==> config.mk <==
export PLATFORM = sky130hd
export DESIGN_NAME = sad_min_select
export DESIGN_NICKNAME = d
export VERILOG_FILES = /design/src/rtl/sad_min_select.sv
export SDC_FILE = /design/constraint.sdc
export NUM_CORES = 1
export LEC_CHECK = 0
export CELL_PAD_IN_SITES_DETAIL_PLACEMENT = 0
export CELL_PAD_IN_SITES_GLOBAL_PLACEMENT = 1
export CORE_ASPECT_RATIO = 0.8
export CORE_MARGIN = 4
export CORE_UTILIZATION = 34
export CTS_BUF_LIST = sky130_fd_sc_hd__clkbuf_4
export DETAILED_ROUTE_END_ITERATION = 8
export PLACE_DENSITY_LB_ADDON = 0.1
export SLEW_MARGIN = 10
export SYNTH_ARGS = -nofsm -noshare
export SYNTH_HDL_FRONTEND = slang
export SYNTH_SLANG_ARGS = --single-unit
==> constraint.sdc <==
create_clock -name clk -period 2.62 [get_ports clk]
set_input_delay 0.524 -clock clk [delete_from_list [all_inputs] [get_ports clk]]
set_output_delay 0.524 -clock clk [all_outputs]
set_load 0.02 [all_outputs]
==> src/rtl/sad_min_select.sv <==
// Picks the minimum SAD, and where it occurred (lane, beat), across the beats of one search window.
// Results are held until the consumer takes them; protocol violations latch a sticky flag.
module sad_min_select #(
    parameter int PIXELS_IN_BATCH           = 16,
    parameter int INPUT_PSAD_BITS_PER_PIXEL = 14,
    parameter int ROW_BITS                  = 4,
    localparam int COL_BITS                 = $clog2(PIXELS_IN_BATCH)
) (
    input  logic                                                 clk,
    input  logic                                                 rst_n,
    input  logic [INPUT_PSAD_BITS_PER_PIXEL*PIXELS_IN_BATCH-1:0] psad_input,
    input  logic                                                 in_valid,
    input  logic                                                 in_first,
    input  logic                                                 in_last,
    output logic                                                 in_ready,
    output logic                                                 out_valid,
    input  logic                                                 out_ready,
    output logic [INPUT_PSAD_BITS_PER_PIXEL-1:0]                 best_sad,
    output logic [COL_BITS-1:0]                                  best_col,
    output logic [ROW_BITS-1:0]                                  best_row,
    output logic                                                 protocol_err
);

    localparam int W = INPUT_PSAD_BITS_PER_PIXEL;

    typedef enum logic [1:0] {IDLE, SCAN, HOLD} state_t;

    state_t              state_q, state_d;
    logic [W-1:0]        run_sad_q, run_sad_d;
    logic [COL_BITS-1:0] run_col_q, run_col_d;
    logic [ROW_BITS-1:0] run_row_q, run_row_d;
    logic [ROW_BITS-1:0] cnt_q, cnt_d;
    logic [W-1:0]        best_sad_q, best_sad_d;
    logic [COL_BITS-1:0] best_col_q, best_col_d;
    logic [ROW_BITS-1:0] best_row_q, best_row_d;
    logic                perr_q, perr_d;

    logic [W-1:0]        beat_min;
    logic [COL_BITS-1:0] beat_col;
    logic                accept;
    logic                better;
    logic [W-1:0]        cand_sad;
    logic [COL_BITS-1:0] cand_col;
    logic [ROW_BITS-1:0] cand_row;

    // Strict less-than while scanning upward keeps the lowest lane on ties.
    always_comb begin
        beat_min = psad_input[W-1:0];
        beat_col = '0;
        for (int unsigned i = 1; i < PIXELS_IN_BATCH; i++) begin
            if (psad_input[i*W +: W] < beat_min) begin
                beat_min = psad_input[i*W +: W];
                beat_col = COL_BITS'(i);
            end
        end
    end

    assign in_ready = (state_q != HOLD);
    assign accept   = in_valid && in_ready;

    // A later beat must be strictly smaller to displace the running minimum.
    assign better   = (beat_min < run_sad_q);
    assign cand_sad = better ? beat_min : run_sad_q;
    assign cand_col = better ? beat_col : run_col_q;
    assign cand_row = better ? cnt_q    : run_row_q;

    always_comb begin
        state_d    = state_q;
        run_sad_d  = run_sad_q;
        run_col_d  = run_col_q;
        run_row_d  = run_row_q;
        cnt_d      = cnt_q;
        best_sad_d = best_sad_q;
        best_col_d = best_col_q;
        best_row_d = best_row_q;
        perr_d     = perr_q;
        case (state_q)
            IDLE, SCAN: begin
                if (accept) begin
                    if (in_first) begin
                        run_sad_d = beat_min;
                        run_col_d = beat_col;
                        run_row_d = '0;
                        cnt_d     = ROW_BITS'(1);
                        if (in_last) begin
                            best_sad_d = beat_min;
                            best_col_d = beat_col;
                            best_row_d = '0;
                            state_d    = HOLD;
                        end else begin
                            state_d = SCAN;
                        end
                    end else if (state_q == SCAN) begin
                        run_sad_d = cand_sad;
                        run_col_d = cand_col;
                        run_row_d = cand_row;
                        cnt_d     = cnt_q + ROW_BITS'(1);
                        if (cnt_q == '1) begin
                            perr_d = 1'b1;
                        end
                        if (in_last) begin
                            best_sad_d = cand_sad;
                            best_col_d = cand_col;
                            best_row_d = cand_row;
                            state_d    = HOLD;
                        end
                    end else begin
                        perr_d = 1'b1;
                    end
                end
            end
            HOLD: begin
                if (out_ready) begin
                    state_d = IDLE;
                end
            end
            default: state_d = IDLE;
        endcase
    end

    always_ff @(posedge clk or negedge rst_n) begin
        if (!rst_n) begin
            state_q    <= IDLE;
            run_sad_q  <= '1;
            run_col_q  <= '0;
            run_row_q  <= '0;
            cnt_q      <= '0;
            best_sad_q <= '1;
            best_col_q <= '0;
            best_row_q <= '0;
            perr_q     <= 1'b0;
        end else begin
            state_q    <= state_d;
            run_sad_q  <= run_sad_d;
            run_col_q  <= run_col_d;
            run_row_q  <= run_row_d;
            cnt_q      <= cnt_d;
            best_sad_q <= best_sad_d;
            best_col_q <= best_col_d;
            best_row_q <= best_row_d;
            perr_q     <= perr_d;
        end
    end

    assign out_valid    = (state_q == HOLD);
    assign best_sad     = best_sad_q;
    assign best_col     = best_col_q;
    assign best_row     = best_row_q;
    assign protocol_err = perr_q;

endmodule

==> results.py, run 1 <==
metrics = {
    "sta": {
        "period_needed_ns": 31.16,
        "max_freq_ghz": 0.03209,
        "fin_crit_sh_pct": 1189,
        "slew_headroom_pct": 47.93,
        "setup_viol": 44,
        "rsz0062_at_grt": "yes",
        "fin_ws_ns": -28.54,
        "tightestPinTransition_ns": 0.7810,
        "worst_clock_skew_ns": 0.02456,
        "slew_viol_final": 0,
        "hold_violations": 0,
    },
    "cells_and_area": {
        "final_nets": 2716,
        "multi_input_area_um2": 11360,
        "drive_above_1_share_pct": 48.47,
        "final_area_um2": 21450,
        "regArea_um2": 1311,
        "syn_to_final_growth_pct": 93.00,
        "final_cells": 2740,
        "fillerInstances": 2632,
    },
    "placement": {
        "place_congestion": 0.9219,
        "dp_cells": 2583,
        "port_buffers": 254,
        "hpwlAfterDp_um": 37540,
        "placed_area_um2": 17900,
    },
    "grt": {
        "grt_max_degree": 35,
        "grt_use_met3_pct": 1.793,
        "gr-usage-met1_pct": 37.88,
        "grt_pass1_wl_um": 71550,
        "busiest_layer": "met1",
        "use_met2_pct": 36.51,
        "grt_pass1_vias": 13560,
        "antenna_found_initial": 3,
        "grt_remaining_overflow": 0,
        "grt_use_total_pct": 24.10,
    },
    "floorplanning": {
        "ioPinCount": 255,
        "fp-row-count": 58,
        "die_area_um2": 35660,
        "fp.dieW_um": 210.1,
        "coreArea_um2": 31860,
        "die_h_um": 169.7,
        "start_util_pct": 34.88,
    },
    "cts": {
        "ctsHoldBuffers": 0,
        "clkTransAtPathRegs_ns": 0.17,
        "h-tree-depth": 2,
        "clock_sinks": 51,
        "cts_root_buffer": "clkbuf_4",
        "clock_latency_ns": 0.40,
        "cts_tree": "yes",
        "clock_tree.buffer_depth": 2,
        "numCtsBuffers": 5,
    },
    "yosys": {
        "ys_types": 96,
        "synth_xor_xnor_area_share_pct": 1.655,
        "muxShareOfSynthArea_pct": 10.91,
        "synthCells": 1506,
        "synth_seq_cells": 51,
        "postSynth.asyncResetShare_pct": 100.0,
        "synth_compound_area_share_pct": 28.79,
        "yosysTopAreaCellShare_pct": 19.14,
        "synth_top_family_by_area": "compound AO/OA/AOI/OAI gates",
        "syn_area_um2": 11110,
        "synth-edff-count": 0,
        "synthAdderAreaFrac_pct": 19.50,
        "synthesis.nets": 1906,
        "synth_top_cell_by_area": "ha_1",
        "ys_warn_count": 0,
        "post_synth_and_or_nand_nor_area_fraction_pct": 18.94,
        "ys_top_cells_by_area": "ha_1 19%, dfstp_2 6.6%, inv_1 6.0%, mux2_2 5.7%, a21oi_1 5.2%",
        "synth_top_flop_cell": "dfstp_2",
        "synth_area_per_cell_um2": 7.378,
        "seq_area_frac_synth_pct": 11.80,
    },
    "setup_path": {
        "cp-start-kind": "input pin",
        "worstPathMaxFanout": 8,
        "crit_type": "input pin to flip-flop",
        "worstPathArrival_ns": 31.49,
        "cp-end-kind": "flip-flop",
        "worstPathRequired_ns": 2.94,
        "crit_path_frequent_cell": "ha_4",
        "slowest_delay_ns": 0.54,
        "slowest_stage": "or4b_4",
    },
    "detailed_routing": {
        "drt_iter0_drc": 887,
        "dr.pass1.iters": 5,
        "wl_um": 49270,
        "drc_errors": 0,
        "ant_nets": 0,
        "vias": 14330,
        "viasPerCell": 5.229,
        "wl_per_cell_um": 17.98,
    },
    "status": {
        "violations": "negative setup slack",
        "status": "complete, but fails checks",
    },
    "worst_hold_path": {
        "hp-class": "input pin to asynchronous set/reset pin",
    },
    "flow_run": {
        "cap_viol_max_count": 0,
    },
}
[cell families after synthesis]
family                   count (synthesis)
AO/OA/AOI/OAI                          470
XOR/XNOR                                21
adder cells (fa/ha/maj)                174
buffers and inverters                  234
flip-flops                              51
multiplexers                           110
AND/OR/NAND/NOR                        446
[synthesized netlist by cell type (all sizes together), types with 7 or more instances]
library cell and count:
a221o 15, xor2 10, nand4 13, o22ai 10, a21boi 7, a21oi 119, o31ai 12, nand2 148
dfrtp 23, o2111ai 9, o21ai 129, buf 27, or2 14, a31oi 13, dfstp 28, ha 170
nor3 13, nor2 137, a211oi 18, a311o 7, inv 177, o211ai 15, a221oi 8, a311oi 7
nand3 24, nor2b 16, mux2 64, and3 23, o21a 9, clkbuf 30, o221ai 7, mux2i 46
a21o 42, and2 17, nand2b 11, xnor2 11
[worst max-delay path, delay by kind of cell]
kind | cells | cell delay, ns
buffers and inverters | 32 | 3.95
multiplexers | 8 | 2.13
AND/OR/NAND/NOR | 59 | 8.43
adder cells (fa/ha/maj) | 16 | 4.11
AO/OA/AOI/OAI | 71 | 12.26
[metal layers]
layer,part of all wire [%],vias up
met1,49,6732
met4,1.5,0
li1,-,7135
met2,44,402
met3,4.8,58
met5,0,-
[through the flow]
stage / utilization (%) / TNS (ns) / hold WS [ns] / setup slack [ns]
4_1_cts: 59.43 / -1261.34 / 0.1958 / -28.74
5_1_grt: 67.32 / -1317.69 / 0.2187 / -30.03
3_5_place_dp: 56.19 / -1314.67 / 0.4539 / -29.97
2_1_floorplan: - / -1251.88 / 0.2284 / -28.54
6_report: 67.32 / -1252.63 / 0.1796 / -28.54
3_3_place_gp: 56.19 / -1286.63 / 0.4378 / -29.34
[flip-flops by register name, summed over array words and instances (netlist names)]
name / flops
best_row: 4
run_col_q: 4
cnt_q: 4
best_sad: 14
protocol_err: 1
best_col: 4
state_q: 2
run_row_q: 4
run_sad_q: 14
[path summary, 6_finish.rpt]
kind / endpoint / cells after the start / startpoint / slack [ns]
max in group asynchronous: best_sad[13] / 2 / rst_n / 1.61
setup / recovery: best_sad[11] / 186 / psad_input[27] / -28.54
hold / removal: run_row_q[2] / 1 / rst_n / 0.18
setup reg to reg: best_sad[11] / 13 / run_sad_q[7] / -0.38
min in group clk: state_q[0] / 1 / state_q[1] / 0.47
hold reg to reg: state_q[0] / 1 / state_q[1] / 0.47
[repair_timing]
action                                  in CTS  in global routing
endpoints found under the setup margin      44                 44
cloned                                      12                  5
setup buffers                               54                 82
gates resized for setup                     93                439
endpoints found under the hold margin        0                  0
pin swaps                                   28                166
[area by class of cell]
| cell class | instances | share of cell area (%) |
|---|---|---|
| Antenna cell | 3 | 0.03501 |
| Clock buffer | 5 | 0.1750 |
| Clock inverter | 3 | 0.1225 |
| Inverter | 177 | 3.261 |
| Multi-Input combinational cell | 1228 | 52.96 |
| Sequential cell | 51 | 6.114 |
| Tap cell | 420 | 2.450 |
| Timing Repair Buffer | 853 | 34.88 |
[cell usage in the layout, fill, tap and decap left out, types with 12 or more instances in the layout]
cell             Yosys  routed
clkdlybuf4s50_1      0     225
a221o_1             15      15
nor2_1             136     105
nor2_4               0      19
ha_1               170     103
mux2_4               4      25
nand2_2              2      23
nand4_1             13      13
buf_6                3      32
nand2_1            146     120
a211oi_1            17      13
o21ai_2              0      31
buf_4                6     550
a21oi_1            116      54
mux2_2              56      38
inv_2                0      41
nor2b_1             16      14
nand3_1             24      16
mux2i_1             44      34
and2_1              16      15
o21ai_1             14      34
a21o_1              42      41
o21ai_0            115      60
inv_1              177     130
o211ai_1            14      14
dfstp_2             28      28
a21oi_2              2      47
buf_12               0      12
nor2_2               1      13
ha_4                 0      59
dfrtp_1             23      23
a21oi_4              1      20
dlymetal6s2s_1       0      16
and3_4               0      14
Power of run 1 is left out: the tool's default activity adds up to more than one toggle a clock period on the data nets, which glitch-free logic cannot reach.
==> run 2: changes to the inputs <==
CAP_MARGIN = 0   (was unset)
SETUP_SLACK_MARGIN = 0.2   (was unset)
==> results.py, run 2 (synthesis gave the netlist of run 1 again) <==
metrics = {
    "grt": {
        "antenna_found_initial": 3,
        "grt_remaining_overflow": 0,
        "grt_pass1_vias": 13560,
        "grt_max_degree": 35,
        "grt_pass1_wl_um": 71550,
        "grt_use_total_pct": 24.10,
    },
    "placement": {
        "place_congestion": 0.9219,
        "port_buffers": 254,
        "hpwlAfterDp_um": 37540,
    },
    "floorplanning": {
        "ioPinCount": 255,
        "die_h_um": 169.7,
        "start_util_pct": 34.88,
        "coreArea_um2": 31860,
        "fp.dieW_um": 210.1,
        "die_area_um2": 35660,
        "fp-row-count": 58,
    },
    "cts": {
        "clock_sinks": 51,
        "cts_root_buffer": "clkbuf_4",
        "clkTransAtPathRegs_ns": 0.17,
        "numCtsBuffers": 5,
        "clock_latency_ns": 0.39,
        "h-tree-depth": 2,
        "clock_tree.buffer_depth": 2,
        "cts_tree": "yes",
    },
    "sta": {
        "hold_violations": 0,
        "period_needed_ns": 31.12,
        "setup_tns_ns": -1250.88,
        "slew_headroom_pct": 47.93,
        "fin_ws_ns": -28.50,
        "fin_crit_sh_pct": 1188,
        "slew_viol_final": 0,
        "worst_clock_skew_ns": 0.02302,
        "max_freq_ghz": 0.03213,
        "tightestPinTransition_ns": 0.7810,
        "rsz0062_at_grt": "yes",
        "setup_viol": 44,
    },
    "setup_path": {
        "cp_num_buf_inv": 30,
        "worstPathMaxFanout": 10,
        "worstPathRequired_ns": 2.96,
        "cp-end-kind": "flip-flop",
        "crit_path_frequent_cell": "ha_4",
        "slowest_stage": "or4b_4",
        "crit_type": "input pin to flip-flop",
        "cp-start-kind": "input pin",
        "slowest_delay_ns": 0.54,
        "critical_path.top_delay_family": "compound AO/OA/AOI/OAI gates",
        "worstPathArrival_ns": 31.46,
    },
    "detailed_routing": {
        "drt_iter0_drc": 947,
        "wl_um": 49570,
        "vias": 14370,
        "wl_per_cell_um": 18.05,
        "dr.pass1.iters": 5,
        "ant_nets": 0,
        "viasPerCell": 5.234,
        "drc_errors": 0,
    },
    "status": {
        "status": "complete, but fails checks",
        "violations": "negative setup slack",
    },
    "cells_and_area": {
        "drive_above_1_share_pct": 48.17,
        "layout_commonest_cell": "buf_4",
        "final_nets": 2722,
        "most-common-layout-cells": "548 x buf_4, 225 x clkdlybuf4s50_1, 131 x inv_1",
        "syn_to_final_growth_pct": 94.14,
    },
    "flow_run": {
        "cap_viol_max_count": 0,
    },
    "worst_hold_path": {
        "hp-class": "input pin to asynchronous set/reset pin",
    },
}
run 2: cell count changes in the layout (fill, tap and decap cells not counted), moves of 5 or more:
cell / change
and3_1: +8
nor2_2: +5
and3_4: -8
buf_6: +8
ha_4: +7
run 2: final timing paths:
kind                                 from            to  cells after the start  slack (ns)
setup / recovery           psad_input[12]  run_sad_q[4]                    181      -28.50
hold / removal                      rst_n  run_row_q[2]                      1        0.20
setup reg to reg             run_sad_q[7]  run_sad_q[4]                     13       -0.36
hold reg to reg                state_q[1]    state_q[0]                      1        0.47
max in group asynchronous           rst_n  best_sad[13]                      2        1.60
min in group clk               state_q[1]    state_q[0]                      1        0.47
run 2: timing repair:
item / 4_1_cts / 5_1_grt
setup endpoints to repair: 44 / 44
cloned: 12 / 5
resized for setup: 93 / 426
pin swaps: 28 / 138
setup buffers: 54 / 81
hold buffers: 0 / 0
run 2: area by class of cell:
class                   count  area [µm²]
diodes                      3       7.507
clock buffers               5       37.54
clock inverters             3       26.28
fillers                  2624       10280
inverters                 177       699.4
multi-input cells        1228       11350
flip-flops and latches     51        1311
well taps                 420       525.5
repair buffers            859        7615
run 2: layer usage:
metal / part of all wire, % / wire length, µm / global-route usage (%) / up-vias
li1: - / - / - / 7127
met1: 49 / 24470 / 37.88 / 6774
met2: 45 / 22150 / 36.51 / 430
met3: 4.6 / 2282 / 1.793 / 42
met4: 1.3 / 669 / 3.602 / 0
met5: 0 / 0 / 0 / -
run 2: worst reg2reg max path, cell delays in order, from the launching register on:
cell and delay [ns]:
dfstp_2 0.58, inv_1 0.07, ha_4 0.24, a21o_1 0.19, a21o_1 0.20, a21oi_2 0.18, o21ai_2 0.12, nor3b_2 0.22
buf_4 0.15, a311oi_2 0.10, o31a_4 0.17, nor2_4 0.20, clkbuf_16 0.21, mux2_4 0.31
run 2: metrics by stage:
| step | std cells | utilization (%) | instance area (µm²) | hold slack (ns) | setup WS (ns) |
|---|---|---|---|---|---|
| 6_report | 2746 | 67.72 | 21570 | 0.1955 | -28.50 |
| 5_1_grt | 2746 | 67.72 | 21570 | 0.2268 | -29.96 |
| 4_1_cts | 2657 | 59.43 | 18930 | 0.1958 | -28.74 |
| 3_5_place_dp | 2583 | 56.19 | 17900 | 0.4539 | -29.97 |
| 3_3_place_gp | 2583 | 56.19 | 17900 | 0.4378 | -29.34 |
| 2_1_floorplan | 1506 | - | 11810 | 0.2284 | -28.54 |
Power of run 2 is left out for the same reason.
